==> src/rtl/hazard_tracker.sv <==
// Stall/forward controller for a pipelined MIPS core with a multi-cycle MDU interlock.
// Optional build macro HAZARD_STATS_EN adds a saturating stall_cnt output.
module hazard_tracker #(
    parameter int STAGES  = 3,
    parameter int TW      = 3,
    parameter int MUL_LAT = 5,
    parameter int DIV_LAT = 10,
    localparam int SELW   = $clog2(STAGES + 1)
) (
    input  logic            clk,
    input  logic            reset,
    input  logic            d_valid,
    input  logic [4:0]      d_rs,
    input  logic [4:0]      d_rt,
    input  logic [TW-1:0]   d_tuse_rs,
    input  logic [TW-1:0]   d_tuse_rt,
    input  logic            d_wen,
    input  logic [4:0]      d_a3,
    input  logic [TW-1:0]   d_tnew,
    input  logic            d_md_start,
    input  logic            d_md_div,
    input  logic            d_md_use,
    output logic            stall,
    output logic [SELW-1:0] fwd_rs,
    output logic [SELW-1:0] fwd_rt,
    output logic            md_busy
`ifdef HAZARD_STATS_EN
    ,
    output logic [31:0]     stall_cnt
`endif
);

    localparam int MAX_LAT = (MUL_LAT > DIV_LAT) ? MUL_LAT : DIV_LAT;
    localparam int CW      = $clog2(MAX_LAT + 1);

    logic            ent_wv   [1:STAGES];
    logic [4:0]      ent_a3   [1:STAGES];
    logic [TW-1:0]   ent_tnew [1:STAGES];
    logic [CW-1:0]   md_cnt;

    logic [SELW:0]   res_rs;
    logic [SELW:0]   res_rt;
    logic            md_stall;
    logic            raw_stall;

    function automatic logic [TW-1:0] sat_dec(input logic [TW-1:0] t);
        return (t == '0) ? '0 : t - TW'(1);
    endfunction

    // Result is {stall, select}; scanning oldest-to-youngest lets the youngest match win.
    function automatic logic [SELW:0] eval_src(input logic          valid,
                                               input logic [4:0]    addr,
                                               input logic [TW-1:0] tuse);
        logic            hit;
        logic            chk;
        logic [TW-1:0]   t;
        logic [SELW-1:0] idx;
        hit = 1'b0;
        t   = '0;
        idx = '0;
        for (int k = STAGES; k >= 1; k--) begin
            if (ent_wv[k] && (ent_a3[k] == addr)) begin
                hit = 1'b1;
                t   = ent_tnew[k];
                idx = SELW'(k);
            end
        end
        chk = valid && (addr != 5'd0) && (tuse != '1);
        return {chk && hit && (t > tuse), (chk && hit && (t == '0)) ? idx : '0};
    endfunction

    always_comb begin
        res_rs    = eval_src(d_valid, d_rs, d_tuse_rs);
        res_rt    = eval_src(d_valid, d_rt, d_tuse_rt);
        md_stall  = d_valid && d_md_use && (md_cnt != '0);
        raw_stall = res_rs[SELW] || res_rt[SELW] || md_stall;
        stall     = reset && raw_stall;
        fwd_rs    = reset ? res_rs[SELW-1:0] : '0;
        fwd_rt    = reset ? res_rt[SELW-1:0] : '0;
        md_busy   = reset && (md_cnt != '0);
    end

    always_ff @(posedge clk) begin
        if (!reset) begin
            for (int k = 1; k <= STAGES; k++) begin
                ent_wv[k]   <= 1'b0;
                ent_a3[k]   <= '0;
                ent_tnew[k] <= '0;
            end
        end else begin
            for (int k = STAGES; k >= 2; k--) begin
                ent_wv[k]   <= ent_wv[k-1];
                ent_a3[k]   <= ent_a3[k-1];
                ent_tnew[k] <= sat_dec(ent_tnew[k-1]);
            end
            // A stalled D becomes a bubble in E.
            if (stall) begin
                ent_wv[1]   <= 1'b0;
                ent_a3[1]   <= '0;
                ent_tnew[1] <= '0;
            end else begin
                ent_wv[1]   <= d_valid && d_wen && (d_a3 != 5'd0);
                ent_a3[1]   <= d_a3;
                ent_tnew[1] <= d_tnew;
            end
        end
    end

    always_ff @(posedge clk) begin
        if (!reset) begin
            md_cnt <= '0;
        end else if (d_valid && d_md_start && !stall) begin
            md_cnt <= d_md_div ? CW'(DIV_LAT) : CW'(MUL_LAT);
        end else if (md_cnt != '0) begin
            md_cnt <= md_cnt - CW'(1);
        end
    end

`ifdef HAZARD_STATS_EN
    always_ff @(posedge clk) begin
        if (!reset) begin
            stall_cnt <= '0;
        end else if (stall && (stall_cnt != 32'hFFFF_FFFF)) begin
            stall_cnt <= stall_cnt + 32'd1;
        end
    end
`endif

endmodule

==> config.mk <==
export PLATFORM = sky130hd
export DESIGN_NAME = hazard_tracker
export DESIGN_NICKNAME = d
export VERILOG_FILES = /design/src/rtl/hazard_tracker.sv
export SDC_FILE = /design/constraint.sdc
export NUM_CORES = 1
export LEC_CHECK = 0
export CORE_ASPECT_RATIO = 0.7
export CORE_MARGIN = 4
export CORE_UTILIZATION = 50
export CTS_CLUSTER_DIAMETER = 30
export DETAILED_ROUTE_END_ITERATION = 16
export GPL_ROUTABILITY_DRIVEN = 0
export PLACE_DENSITY = 0.76
export SETUP_SLACK_MARGIN = 0.3
export SLEW_MARGIN = 25
export SYNTH_ARGS = -nofsm -noshare
export SYNTH_HDL_FRONTEND = slang
export SYNTH_SLANG_ARGS = --single-unit
export TNS_END_PERCENT = 100
==> constraint.sdc <==
create_clock -name clk -period 11.7 [get_ports clk]
set_clock_uncertainty 0.1 [all_clocks]
set_input_delay 2.34 -clock clk [delete_from_list [all_inputs] [get_ports clk]]
set_output_delay 2.34 -clock clk [all_outputs]
set_load 0.05 [all_outputs]
### Word level (Yosys, flattened, before mapping)

Memories as Yosys holds them, arrays and structs flattened.
Index checks and enable logic that the tools add are counted.

* register bits after elaboration: 4
* bits in writable memories: 27
* word-level logic and storage cells: 112
* memories kept: 3

Memories
* ent_a3: words 3, bits a word 5, read ports 3, clocked after Yosys merged registers in 0, wr ports 3, RTL line 37 `logic [4:0] ent_a3 [1:STAGES];`
* ent_tnew: words 3, bits a word 3, read ports 3, clocked after Yosys merged registers in 0, wr ports 3, RTL line 38 `logic [TW-1:0] ent_tnew [1:STAGES];`
* ent_wv: words 3, bits a word 1, read ports 3, clocked after Yosys merged registers in 0, wr ports 3, RTL line 36 `logic ent_wv [1:STAGES];`

* add/sub/neg operators: 3
* $lt $le $gt $ge: 2
* equal/unequal tests: 8
* mux-type cells: 47
* bitwise gates (word level): 12
* reduce and logical (&&, ||, !) cells: 36

Operator list (count)
* two-way mux 3 bit: 12
* == test 5 bit: 6
* logical AND 1 bit: 24
* two-way mux 2 bit: 10
* two-way mux 5 bit: 4
* two-way mux 1 bit: 18
* nonzero test 5 bit: 3
* zero test 3 bit: 4
* two-way mux 4 bit: 3
* bitwise OR 1 bit: 12
* greater-than comparator 3 bit: 2
* inequality test 3 bit (second input constant): 2
* subtractor 3 x 1 -> 3 bit (second input constant): 2
* nonzero test 4 bit: 1
* subtractor 4 x 1 -> 4 bit (second input constant): 1
* logical OR 1 bit: 2
* nonzero test 2 bit: 1
* zero test 1 bit: 1

### Depth between registers and ports, before layout

Gate-level depths: netlist of the first run.

* depth in word-level cells: 15
* mapped depth: 14
* gate-level depth less buffers: 12

### Least setup slack after synthesis of the first run

No wires, ideal clock.

* kind: in2out
* from: in d_rt[1]
* to: out stall
* data arrival time: 5133 ps
* required time: 9260 ps
* slack: 4127 ps
* stages: 13
* buffers on the path: 1
* path through: xnor2_1 nand4_2 or3_2 a31oi_1 inv_1 ha_1 nor2b_1 o21a_1 o21ai_0 a311o_1 and3_4 buf_6 nor2_1

* word-level cells in the longest chain between the ends: 10
* elaborated cells between the ends (all ways): 21
* classes of those cells: order compare: 1; eq/ne: 3; mux: 6; reduce/logical: 11

Ends and longest elaborated chain
* start: declaration: RTL line 14 `input logic [4:0] d_rt,`
* == test 5 bit: RTL line 62 `if (ent_wv[k] && (ent_a3[k] == addr)) begin`
* logical AND 1 bit: RTL line 62
* two-way mux 3 bit or two-way mux 1 bit (tied branches) (3 in a row): RTL line 62
* greater-than comparator 3 bit or logical AND 1 bit (tied branches): RTL line 69 `return {chk && hit && (t > tuse), (chk && hit && (t == '0)) ? idx : '0};`
* logical AND 1 bit *: RTL line 69
* logical OR 1 bit * (2 in a row): RTL line 76 `raw_stall = res_rs[SELW] || res_rt[SELW] || md_stall;`
* logical AND 1 bit *: RTL line 77 `stall = reset && raw_stall;`
* end: declaration: RTL line 23 `output logic stall,`

Mark *: on every way between the ends. The rest lies on a longest branch, timed or not.

### Worst setup path after layout of the first run

Same ends and word-level chain as after synthesis.

==> results of run 1 <==
==> cells by family after synthesis <==
| logic type | synth area share (%) |
|---|---|
| mux | 3.33 |
| compound gates | 12.1 |
| fa+ha+maj | 6.54 |
| simple gates | 27.1 |
| other cells | 0.178 |
| flops | 33.8 |
| xor+xnor | 12.9 |
| buf+inv | 4.10 |
==> critical path: cells and delay by family <==
kind / cells / cell delay, ns
AOI/OAI and AO/OA: 4 / 0.82
xor gates and xnor gates: 1 / 0.17
adders and majority gates: 1 / 0.17
buffers and inverters: 3 / 1.44
and+or+nand+nor: 5 / 1.16
==> cell usage after synthesis, types with 2 or more instances <==
library cell,number,area [sq um]
sky130_fd_sc_hd__dfxtp_1,22,440
sky130_fd_sc_hd__nor2_1,19,71.3
sky130_fd_sc_hd__nand2_1,18,67.6
sky130_fd_sc_hd__xnor2_1,17,149
sky130_fd_sc_hd__and2_1,15,93.8
sky130_fd_sc_hd__inv_1,15,56.3
sky130_fd_sc_hd__xor2_1,14,123
sky130_fd_sc_hd__ha_1,11,138
sky130_fd_sc_hd__and3_1,10,62.6
sky130_fd_sc_hd__edfxtp_1,9,270
sky130_fd_sc_hd__mux2i_1,7,70.1
sky130_fd_sc_hd__nand3_1,7,35.0
sky130_fd_sc_hd__nor3_1,7,35.0
sky130_fd_sc_hd__o211ai_1,6,45.0
sky130_fd_sc_hd__nand4_1,5,31.3
sky130_fd_sc_hd__o21ai_0,5,25.0
sky130_fd_sc_hd__clkbuf_1,4,15.0
sky130_fd_sc_hd__a21oi_1,3,15.0
sky130_fd_sc_hd__a31oi_1,3,18.8
sky130_fd_sc_hd__nor4_1,3,18.8
sky130_fd_sc_hd__or2_1,3,18.8
sky130_fd_sc_hd__a21o_1,2,15.0
sky130_fd_sc_hd__a2bb2oi_1,2,17.5
sky130_fd_sc_hd__a31o_2,2,17.5
sky130_fd_sc_hd__o22a_2,2,20.0
sky130_fd_sc_hd__or3_1,2,12.5
sky130_fd_sc_hd__or4_1,2,15.0
==> sequential cells by signal (all words and copies together) (netlist names) <==
name	flops
ent_a3	15
ent_tnew	9
md_cnt	4
ent_wv	3
==> power by group <==
part | internal, mW | total [mW] | switching (mW) | leakage, nW
logic | 0.0460 | 0.0955 | 0.0494 | 0.747
clock network | 0.0408 | 0.0805 | 0.0397 | 0.0426
registers | 0.124 | 0.136 | 0.0121 | 0.274
==> area by class of cell <==
cell class	instances	area share [%]
Multi-Input combinational cell	190	51.2
Sequential cell	31	27.2
Timing Repair Buffer	36	13.8
Clock buffer	6	2.78
Tap cell	52	2.49
Inverter	15	2.16
Clock inverter	2	0.335
==> metal layers <==
layer	global-route usage [%]	vias to the layer above	part of all wire (%)
li1	-	901	-
met1	26.2	775	51
met2	27.1	38	43
met3	4.49	7	4.7
met4	6.13	0	1.2
met5	0	-	0
==> layout by cell type, fill, tap and decap left out, drive strengths merged, types with 4 or more instances in the layout <==
cell type / instances
xnor2: 17
o211ai: 7
nor3: 8
and2: 15
and3: 11
edfxtp: 9
dfxtp: 22
nand4: 6
nor2: 19
clkbuf: 6
clkdlybuf4s50: 36
conb: 9
o21ai: 5
nor4: 4
xor2: 14
mux2i: 7
inv: 15
ha: 11
nand2: 18
or2: 4
nand3: 9
==> per-stage QoR <==
| step | hold slack (ns) | power, mW |
|---|---|---|
| global route | 0.398 | 0.332 |
| floorplan | 0.326 | 0.205 |
| finish | 0.374 | 0.312 |
| detailed placement | 0.360 | 0.233 |
| CTS | 0.373 | 0.314 |
| global placement | 0.356 | 0.231 |
==> worst min path at each step <==
stage	from	to	slack (ns)	depth (start not counted)
6_report	ent_tnew[0][6]	ent_tnew[0][9]	0.37	1
5_1_grt	ent_tnew[0][6]	ent_tnew[0][9]	0.40	1
4_1_cts	ent_tnew[0][6]	ent_tnew[0][9]	0.37	1
3_5_place_dp	ent_tnew[0][6]	ent_tnew[0][9]	0.36	1
3_3_place_gp	ent_tnew[0][6]	ent_tnew[0][9]	0.36	1
2_1_floorplan	ent_tnew[0][6]	ent_tnew[0][9]	0.33	1
==> implementation parameters, run 1 <==
Parameter                              Value

Timing
  Final setup fails    0
  Hold Vio Cnt, Final    0
  Share of the cycle needed by the critical path after routing    73.2%
  Maximum operating frequency    117 MHz
  Transition at the pin with the smallest max-transition slack    0.897 ns
  Final TNS setup    0 ns
  Remaining max-slew budget at the tightest pin    40.0%
  Unrepaired setup endpoints after global routing    no
  Crit path time final    between 8 and 9 ns
  Slew Viols, Final    0
  Final setup slack of the worst path    3.14 ns

Synthesis
  Register bit total from synthesis    31
  Most used DFF post-synth    sky130_fd_sc_hd__dfxtp_1
  Sequential fraction of the synthesis area    33.8%
  Proportion of synthesized flip-flops having asynchronous set or reset    0%
  Post-synth cell types    46
  Number of flops mapped to enable cells by yosys    9
  Post-Syn Area per Cell    8.99 sq um
  Mapped Cells    234
  Cell area after synthesis    2100 sq um
  Yosys warnings    0

Setup path
  Startpoint of the lowest-slack register-to-register path    ent_a3[0][11]
  WP data required    9.26 ns
  CP Capture Point    stall
  Type of element capturing the critical path    output pin
  WS Path Type    input port to output pin
  Register-to-register path setup slack    8.45 ns
  Critical path's slowest cell    sky130_fd_sc_hd__clkdlybuf4s50_1
  R2R Path End    ent_tnew[0][4]
  Peak per-stage delay on the critical path    0.81 ns
  Startpoint type of the worst setup path    input port
  Worst-path fanout max    10
  Beginning of the critical path    d_rt[1]
  Cells traversed along the worst timing path    clkdlybuf4s50_1 -> xnor2_1 -> nand4_2 -> or3_2 -> a31oi_1 -> inv_1 -> ha_1 -> nor2b_1 -> o21a_1 -> o21ai_0 -> a311o_1 -> and3_4 -> nor2_1 -> clkdlybuf4s50_1
  Signal arrival time at the worst endpoint    6.12 ns
  Most used cell along the critical path    sky130_fd_sc_hd__clkdlybuf4s50_1
  Path depth of the worst reg2reg path    12

Hold path
  Class of the tightest hold or removal check    flip-flop to flip-flop

Placed design
  Placed standard-cell area    2530 sq um
  DP Wirelength    3750 um
  Count of buffers inserted at the top-level ports    36
  Number of placed cells counting well taps    between 300 and 400
  Post-Place Setup Slack    between 3 and 4 ns

Route
  Number of vias in the routed layout    1721
  Detail Route Antenna Nets    0
  Remaining design rule violation count    0
  Initial DRC count    91
  Drt wl/cell    13.8 um
  Vias per cell    5.18
  Detailed-routing iteration count for the pre-antenna-repair pass    4
  Total Routed Length    around 4600 um

GRT
  All-Layer GR Usage    roughly 18%
  Number of global-route vias before repair    between 1500 and 2000
  Global route total overflow    0
  Largest net degree at the start of global routing    31
  Wire length of the first global-routing pass    7770 um
  Initial antenna violation count    0

Final layout
  Layout Utilization    ~65%
  Non-filler cells in the finished layout    about 330
  Antenna cell count    0
  Layout Cell Area excl Fill    between 2000 and 3000 sq um
  FF/Latch Area    just over 700 sq um
  Filler cell count in the final layout    349
  Share of post-route cells with drive strength above 1    roughly 7.5%
  Area growth, synth to finish    24.1%
  Footprint of the multi-input gates    1340 sq um
  Nets    321

Clock network
  Cell at the root of the clock tree    sky130_fd_sc_hd__clkbuf_8
  Clk sink count    31
  Number of CTS-inserted buffers    5
  Clock tree from TritonCTS    done
  Number of H-tree branching levels    2
  Maximum buffer depth of the clock tree    2
  # resized after CTS    0
  Post-CTS Hold Buffers    0
  Clock-pin slew reported for the worst setup and hold paths after clock tree synthesis    0.06 ns
  Worst-skew pair later-pin latency    approximately 0.28 ns
  Post-CTS Setup Repair Bufs    0

Power and ir drop
  Total leakage power    between 1 and 1.5 nW
  Total power divided by cell area    119 nW/um^2
  VDD IR max    0.117 mV

Run
  Number of maximum-capacitance violations    0

Floorplanning
  Die Area    5330 sq um
  Count of pins on the block boundary    37
  Initial Util    roughly 53%
  Y dimension of the die    62.3 um
  Number of placement rows    19
  Core region area    3990 sq um
  Chip width    85.5 um

Status
  Run status    finished clean
Note: power is estimated with default switching activity, not from simulation.
==> run 2, diff against run 1 <==
--- a/config.mk
+++ b/config.mk
@@ -7,11 +7,11 @@
 export LEC_CHECK = 0
 export CORE_ASPECT_RATIO = 0.7
 export CORE_MARGIN = 4
-export CORE_UTILIZATION = 50
+export CORE_UTILIZATION = 48
 export CTS_CLUSTER_DIAMETER = 30
 export DETAILED_ROUTE_END_ITERATION = 16
 export GPL_ROUTABILITY_DRIVEN = 0
-export PLACE_DENSITY = 0.76
+export PLACE_DENSITY = 0.77
 export SETUP_SLACK_MARGIN = 0.3
 export SLEW_MARGIN = 25
 export SYNTH_ARGS = -nofsm -noshare
==> constraint.sdc (replaced) <==
create_clock -name clk -period 7.8 [get_ports clk]
set_clock_uncertainty 0.1 [all_clocks]
set_input_delay 1.56 -clock clk [delete_from_list [all_inputs] [get_ports clk]]
set_output_delay 1.56 -clock clk [all_outputs]
set_load 0.05 [all_outputs]
==> run 2 against run 1 <==
Combinational power grew 52%. Sequential power is 50% higher. Flip-flop and latch count unchanged. Hold slack better by 0.0028 ns. Global-route usage down 0.073 points. Worst setup slack lost 2.3 ns. Routed wire length rose by 1.8%. Non-clock buffer count rose by 1. Utilization down 0.78 points.
==> implementation parameters, run 2 (synthesis results as in run 1) <==
Parameter                              Value

Status
  Run status    finished clean (unchanged)

Floorplanning
  Initial Util    51.8% (was 52.7%)
  Core region area    4070 sq um (was 3990 sq um)
  Count of pins on the block boundary    37 (unchanged)
  Number of placement rows    19 (unchanged)
  Chip width    87.1 um (was 85.5 um)
  Die Area    5520 sq um (was 5330 sq um)
  Y dimension of the die    63.4 um (was 62.3 um)

Placed design
  Placed standard-cell area    2540 sq um (was 2530 sq um)
  DP Wirelength    3810 um (was 3750 um)
  Post-Place Setup Slack    0.875 ns (was 3.16 ns)
  Count of buffers inserted at the top-level ports    36 (unchanged)

Setup path
  Most used cell along the critical path    sky130_fd_sc_hd__clkdlybuf4s50_1 (unchanged)
  Worst-path fanout max    10 (unchanged)
  WP data required    6.14 ns (was 9.26 ns)
  Signal arrival time at the worst endpoint    5.29 ns (was 6.12 ns)
  Type of element capturing the critical path    output pin (unchanged)
  Beginning of the critical path    d_rt[0] (was d_rt[1])
  Cells traversed along the worst timing path    clkdlybuf4s50_1 -> xnor2_1 -> nand4_2 -> or3_2 -> a31oi_1 -> inv_1 -> ha_1 -> nor2b_1 -> o21a_1 -> o21ai_0 -> a311o_1 -> and3_4 -> nor2_1 -> clkdlybuf4s50_1 (unchanged)
  Peak per-stage delay on the critical path    0.81 ns (about the same)
  WS Path Type    input port to output pin (unchanged)
  Buf+Inv Stages, Crit Path    3 (unchanged)
  Startpoint of the lowest-slack register-to-register path    ent_a3[0][12] (was ent_a3[0][11])
  Startpoint type of the worst setup path    input port (unchanged)
  Critical path's slowest cell    sky130_fd_sc_hd__clkdlybuf4s50_1 (unchanged)
  Cell family with the largest share of critical-path delay    buffers and inverters (unchanged)

Clock network
  Worst-skew pair later-pin latency    0.28 ns (about the same)
  Number of CTS-inserted buffers    5 (unchanged)
  Post-CTS Hold Buffers    0 (unchanged)
  Cell at the root of the clock tree    sky130_fd_sc_hd__clkbuf_8 (unchanged)
  Clock tree from TritonCTS    done (unchanged)
  Maximum buffer depth of the clock tree    2 (unchanged)
  Number of H-tree branching levels    2 (unchanged)
  Post-CTS Setup Repair Bufs    0 (unchanged)
  Clock-pin slew reported for the worst setup and hold paths after clock tree synthesis    0.07 ns (was 0.06 ns)
  Clk sink count    31 (unchanged)
  # resized after CTS    0 (unchanged)

Power and ir drop
  Int Pwr    0.317 mW (was 0.211 mW)
  Switching part of the total    33.3% (was 32.4%)
  Sw Pwr    0.158 mW (was 0.101 mW)
  Reg power frac    42.8% (was 43.6%)
  Total leakage power    1.07 nW (was 1.06 nW)
  Total power divided by cell area    181 nW/um^2 (was 119 nW/um^2)
  VDD IR max    0.201 mV (was 0.117 mV)
  Portion of total power attributed to the clock network    26.6% (was 25.8%)
  Comb power frac    30.6% (about the same)

GRT
  Global route total overflow    0 (unchanged)
  Number of global-route vias before repair    1662 (was 1673)
  Wire length of the first global-routing pass    7840 um (was 7770 um)
  Largest net degree at the start of global routing    31 (unchanged)
  Initial antenna violation count    0 (unchanged)
  All-Layer GR Usage    18.3% (was 18.4%)

Timing
  Hold Vio Cnt, Final    0 (unchanged)
  Slew Viols, Final    0 (unchanged)
  Share of the cycle needed by the critical path after routing    89.1%
  Maximum operating frequency    144 MHz
  Final setup slack of the worst path    0.849 ns (was 3.14 ns)
  Final TNS setup    0 ns (unchanged)
  Crit path time final    6.95 ns
  Unrepaired setup endpoints after global routing    no (unchanged)
  Final setup fails    0 (unchanged)

Route
  Detail Route Antenna Nets    0 (unchanged)
  Initial DRC count    95 (was 91)
  Total Routed Length    4670 um (was 4590 um)
  Drt wl/cell    14.0 um (was 13.8 um)
  Detailed-routing iteration count for the pre-antenna-repair pass    4 (unchanged)
  Number of vias in the routed layout    1745 (was 1721)
  Vias per cell    5.24 (was 5.18)
  Remaining design rule violation count    0 (unchanged)

Final layout
  Antenna cell count    0 (unchanged)
  FF/Latch Area    711 sq um (unchanged)
  Registers with the highest flip-flop counts    ent_a3 (15), ent_tnew (9), md_cnt (4) (unchanged)
  Layout Cell Area excl Fill    2630 sq um (was 2610 sq um)
  Footprint of the multi-input gates    1340 sq um (unchanged)
  Highest-count cells in the layout ignoring fill and taps    36 x sky130_fd_sc_hd__clkdlybuf4s50_1, 22 x sky130_fd_sc_hd__dfxtp_1, 19 x sky130_fd_sc_hd__nor2_1 (unchanged)
  Layout Utilization    64.6% (was 65.4%)
  Share of post-route cells with drive strength above 1    8.54% (was 7.50%)
  Most common cell after layout, fill and taps aside    sky130_fd_sc_hd__clkdlybuf4s50_1 (unchanged)
  Top register by number of flip-flops    ent_a3 (unchanged)
  Flip-flop count of the largest register, all copies and words added    15 (unchanged)
  Area growth, synth to finish    24.8% (was 24.1%)
  Nets    322 (was 321)
  Filler cell count in the final layout    340 (was 349)

Hold path
  Worst Hold Launch    ent_tnew[0][6] (unchanged)
  Class of the tightest hold or removal check    flip-flop to flip-flop (unchanged)

Run
  Number of maximum-capacitance violations    0 (unchanged)
## run 2: cell type report
class,instances,area share (%)
inverter,15,2.14
tap,52,2.48
multi-input combinational,190,50.9
clock buffer,5,2.62
clock inverter,3,0.762
sequential,31,27.1
timing repair buffer,37,14.0
## run 2: power groups by stage
stage / Sequential (mW) / Clock (mW) / Combinational [mW]
5_1_grt: 0.206 / 0.139 / 0.160
3_3_place_gp: 0.207 / 0 / 0.141
3_5_place_dp: 0.207 / 0 / 0.144
6_report: 0.204 / 0.126 / 0.145
4_1_cts: 0.204 / 0.129 / 0.145
2_1_floorplan: 0.201 / 0 / 0.106
## run 2: metrics by stage
step                      hold slack [ns]  instances  power, mW
after detailed placement            0.361        325      0.352
after global placement              0.359        325      0.348
after CTS                           0.376        333      0.478
final                               0.377        333      0.475
after global routing                0.402        333      0.505
after floorplan                     0.326        242      0.308
## run 2: path summary, 6_finish.rpt
check                           depth (start not counted)              to  slack (ns)
worst max-delay path                                   14           stall        0.85
worst min-delay path                                    1  ent_tnew[0][9]        0.38
worst max register to register                         12    ent_a3[0][5]        4.57
worst min register to register                          1  ent_tnew[0][9]        0.38
## run 2: layer usage
metal  GRT usage, %  up-vias  part of all wire (%)
li1               -      904                     -
met1           25.4      795                    49
met2           27.5       39                    44
met3           6.12        7                   5.8
met4           4.41        0                  0.86
met5              0        -                     0
==> run 3, diff against run 2 <==
--- a/config.mk
+++ b/config.mk
@@ -5,7 +5,6 @@
 export SDC_FILE = /design/constraint.sdc
 export NUM_CORES = 1
 export LEC_CHECK = 0
-export CORE_ASPECT_RATIO = 0.7
 export CORE_MARGIN = 4
 export CORE_UTILIZATION = 48
 export CTS_CLUSTER_DIAMETER = 30
==> run 3 against run 2 <==
Utilization decreased by 1.2 points. Critical endpoint unchanged. Worst setup slack gained 0.042 ns. Combinational power is essentially flat. Non-clock buffer count is 1 lower. Critical path type unchanged. Via count grew 0.86%.
==> implementation parameters, run 3 (synthesis results as in run 1) <==
Parameter                              Value

Route
  Remaining design rule violation count    0 (unchanged)
  Total Routed Length    4630 um (was 4670 um)
  Detailed-routing iteration count for the pre-antenna-repair pass    5 (was 4)
  Number of vias in the routed layout    1760 (was 1745)
  Vias per cell    5.33 (was 5.24)
  Detail Route Antenna Nets    0 (unchanged)
  Drt wl/cell    14.0 um (about the same)
  Initial DRC count    71 (was 95)

Power and ir drop
  Total leakage power    1.06 nW (was 1.07 nW)
  Sw Pwr    0.155 mW (was 0.158 mW)
  Comb power frac    30.6% (about the same)
  Reg power frac    43.4% (was 42.8%)
  Total chip power    0.471 mW (was 0.475 mW)
  VDD IR max    0.119 mV (was 0.201 mV)
  Total power divided by cell area    180 nW/um^2 (was 181 nW/um^2)
  Portion of total power attributed to the clock network    26.0% (was 26.6%)
  Switching part of the total    33.0% (was 33.3%)
  Int Pwr    0.315 mW (was 0.317 mW)

Final layout
  Non-filler cells in the finished layout    330 (was 333)
  Most common cell after layout, fill and taps aside    sky130_fd_sc_hd__clkdlybuf4s50_1 (unchanged)
  Layout Cell Area excl Fill    2610 sq um (was 2630 sq um)
  Layout Utilization    63.4% (was 64.6%)
  Antenna cell count    0 (unchanged)
  Top register by number of flip-flops    ent_a3 (unchanged)
  Nets    321 (was 322)
  Registers with the highest flip-flop counts    ent_a3 (15), ent_tnew (9), md_cnt (4) (unchanged)
  Highest-count cells in the layout ignoring fill and taps    36 x sky130_fd_sc_hd__clkdlybuf4s50_1, 22 x sky130_fd_sc_hd__dfxtp_1, 19 x sky130_fd_sc_hd__nor2_1 (unchanged)
  Share of post-route cells with drive strength above 1    7.14% (was 8.54%)
  Flip-flop count of the largest register, all copies and words added    15 (unchanged)
  Area growth, synth to finish    23.9% (was 24.8%)

Placed design
  DP Wirelength    3690 um (was 3810 um)
  Placed standard-cell area    2530 sq um (was 2540 sq um)
  Count of buffers inserted at the top-level ports    36 (unchanged)
  Number of placed cells counting well taps    322 (was 325)

Clock network
  Post-CTS Setup Repair Bufs    0 (unchanged)
  Number of CTS-inserted buffers    5 (unchanged)
  Clock tree from TritonCTS    done (unchanged)
  Worst-skew pair later-pin latency    0.29 ns (was 0.28 ns)
  Cell at the root of the clock tree    sky130_fd_sc_hd__clkbuf_8 (unchanged)
  # resized after CTS    0 (unchanged)
  Clock-pin slew reported for the worst setup and hold paths after clock tree synthesis    0.06 ns (was 0.07 ns)
  Number of H-tree branching levels    2 (unchanged)
  Post-CTS Hold Buffers    0 (unchanged)
  Maximum buffer depth of the clock tree    2 (unchanged)
  Clk sink count    31 (unchanged)

Setup path
  R2R Path End    ent_a3[0][5] (unchanged)
  Beginning of the critical path    d_rt[0] (unchanged)
  Path depth of the worst reg2reg path    12 (unchanged)
  Signal arrival time at the worst endpoint    5.25 ns (was 5.29 ns)
  WS Path Type    input port to output pin (unchanged)
  WP data required    6.14 ns (about the same)
  Startpoint of the lowest-slack register-to-register path    ent_a3[0][12] (unchanged)
  Worst-path fanout max    10 (unchanged)
  CP Capture Point    stall (unchanged)
  Type of element capturing the critical path    output pin (unchanged)
  Startpoint type of the worst setup path    input port (unchanged)
  Register-to-register path setup slack    4.65 ns (was 4.57 ns)

GRT
  All-Layer GR Usage    18.2% (was 18.3%)
  Global route total overflow    0 (unchanged)
  Number of global-route vias before repair    1691 (was 1662)
  Wire length of the first global-routing pass    7630 um (was 7840 um)
  Largest net degree at the start of global routing    31 (unchanged)
  Initial antenna violation count    0 (unchanged)

Status
  Run status    finished clean (unchanged)

Hold path
  Class of the tightest hold or removal check    flip-flop to flip-flop (unchanged)

Timing
  Maximum operating frequency    145 MHz (was 144 MHz)
  Share of the cycle needed by the critical path after routing    88.6% (was 89.1%)
  Hold Vio Cnt, Final    0 (unchanged)
  Remaining max-slew budget at the tightest pin    40.0%
  Unrepaired setup endpoints after global routing    no (unchanged)
  Final setup fails    0 (unchanged)
  Slew Viols, Final    0 (unchanged)
  Transition at the pin with the smallest max-transition slack    approximately 0.90 ns
  Crit path time final    6.91 ns (was 6.95 ns)
  Final TNS setup    0 ns (unchanged)

Floorplanning
  Chip width    74.2 um (was 87.1 um)
  Y dimension of the die    74.2 um (was 63.4 um)
  Die Area    5510 sq um (was 5520 sq um)
  Count of pins on the block boundary    37 (unchanged)
  Number of placement rows    23 (was 19)
  Core region area    4120 sq um (was 4070 sq um)
  Initial Util    51.1% (was 51.8%)

Run
  Number of maximum-capacitance violations    0 (unchanged)
==> run 3: cell count changes in the layout (fill, tap and decap cells not counted) <==
cell                         before  now
sky130_fd_sc_hd__buf_4            1    0
sky130_fd_sc_hd__clkbuf_1         0    1
sky130_fd_sc_hd__clkinv_1         0    2
sky130_fd_sc_hd__clkinv_2         1    0
sky130_fd_sc_hd__clkinvlp_4       2    0
==> run 3: power groups by stage <==
stage | Sequential, mW | Clock, mW | Combinational [mW]
6_report | 0.204 | 0.122 | 0.144
5_1_grt | 0.207 | 0.133 | 0.160
4_1_cts | 0.204 | 0.124 | 0.144
3_5_place_dp | 0.207 | 0 | 0.143
3_3_place_gp | 0.207 | 0 | 0.140
2_1_floorplan | 0.201 | 0 | 0.106
==> run 3: critical path: stages <==
cell and delay [ns]:
sky130_fd_sc_hd__clkdlybuf4s50_1 0.58, sky130_fd_sc_hd__xnor2_1 0.17, sky130_fd_sc_hd__nand4_2 0.21, sky130_fd_sc_hd__or3_2 0.49, sky130_fd_sc_hd__a31oi_1 0.21, sky130_fd_sc_hd__inv_1 0.06, sky130_fd_sc_hd__ha_1 0.17, sky130_fd_sc_hd__nor2b_1 0.10
sky130_fd_sc_hd__o21a_1 0.10, sky130_fd_sc_hd__o21ai_0 0.07, sky130_fd_sc_hd__a311o_1 0.39, sky130_fd_sc_hd__and3_4 0.23, sky130_fd_sc_hd__nor2_1 0.09, sky130_fd_sc_hd__clkdlybuf4s50_1 0.81
==> run 3: worst min path at each step <==
stage	startpoint	endpoint	slack, ns	cells after the start
global placement	ent_tnew[0][6]	ent_tnew[0][9]	0.36	1
detailed placement	ent_tnew[0][6]	ent_tnew[0][9]	0.37	1
floorplan	ent_tnew[0][6]	ent_tnew[0][9]	0.33	1
finish	ent_tnew[0][6]	ent_tnew[0][9]	0.38	1
CTS	ent_tnew[0][6]	ent_tnew[0][9]	0.38	1
global route	ent_tnew[0][6]	ent_tnew[0][9]	0.41	1
==> run 3: per-stage QoR <==
stage / hold WS (ns) / setup slack (ns)
2_1_floorplan: 0.326 / 1.79
3_3_place_gp: 0.357 / 0.927
3_5_place_dp: 0.371 / 0.861
4_1_cts: 0.377 / 0.866
5_1_grt: 0.412 / 0.647
6_report: 0.376 / 0.891
==> run 3: area by class of cell <==
type / count / area (sq um)
multi-input combinational: 190 / 1340
timing repair buffer: 36 / 360
tap: 50 / 62.6
clock buffer: 6 / 72.6
inverter: 15 / 56.3
sequential: 31 / 711
clock inverter: 2 / 7.51
fill: 370 / 1510
==> run 3: per-layer routing <==
layer	routed length [um]	GRT usage (%)
met1	2050	22.6
met2	2230	31.0
met3	254	4.59
met4	85	5.93
met5	0	0
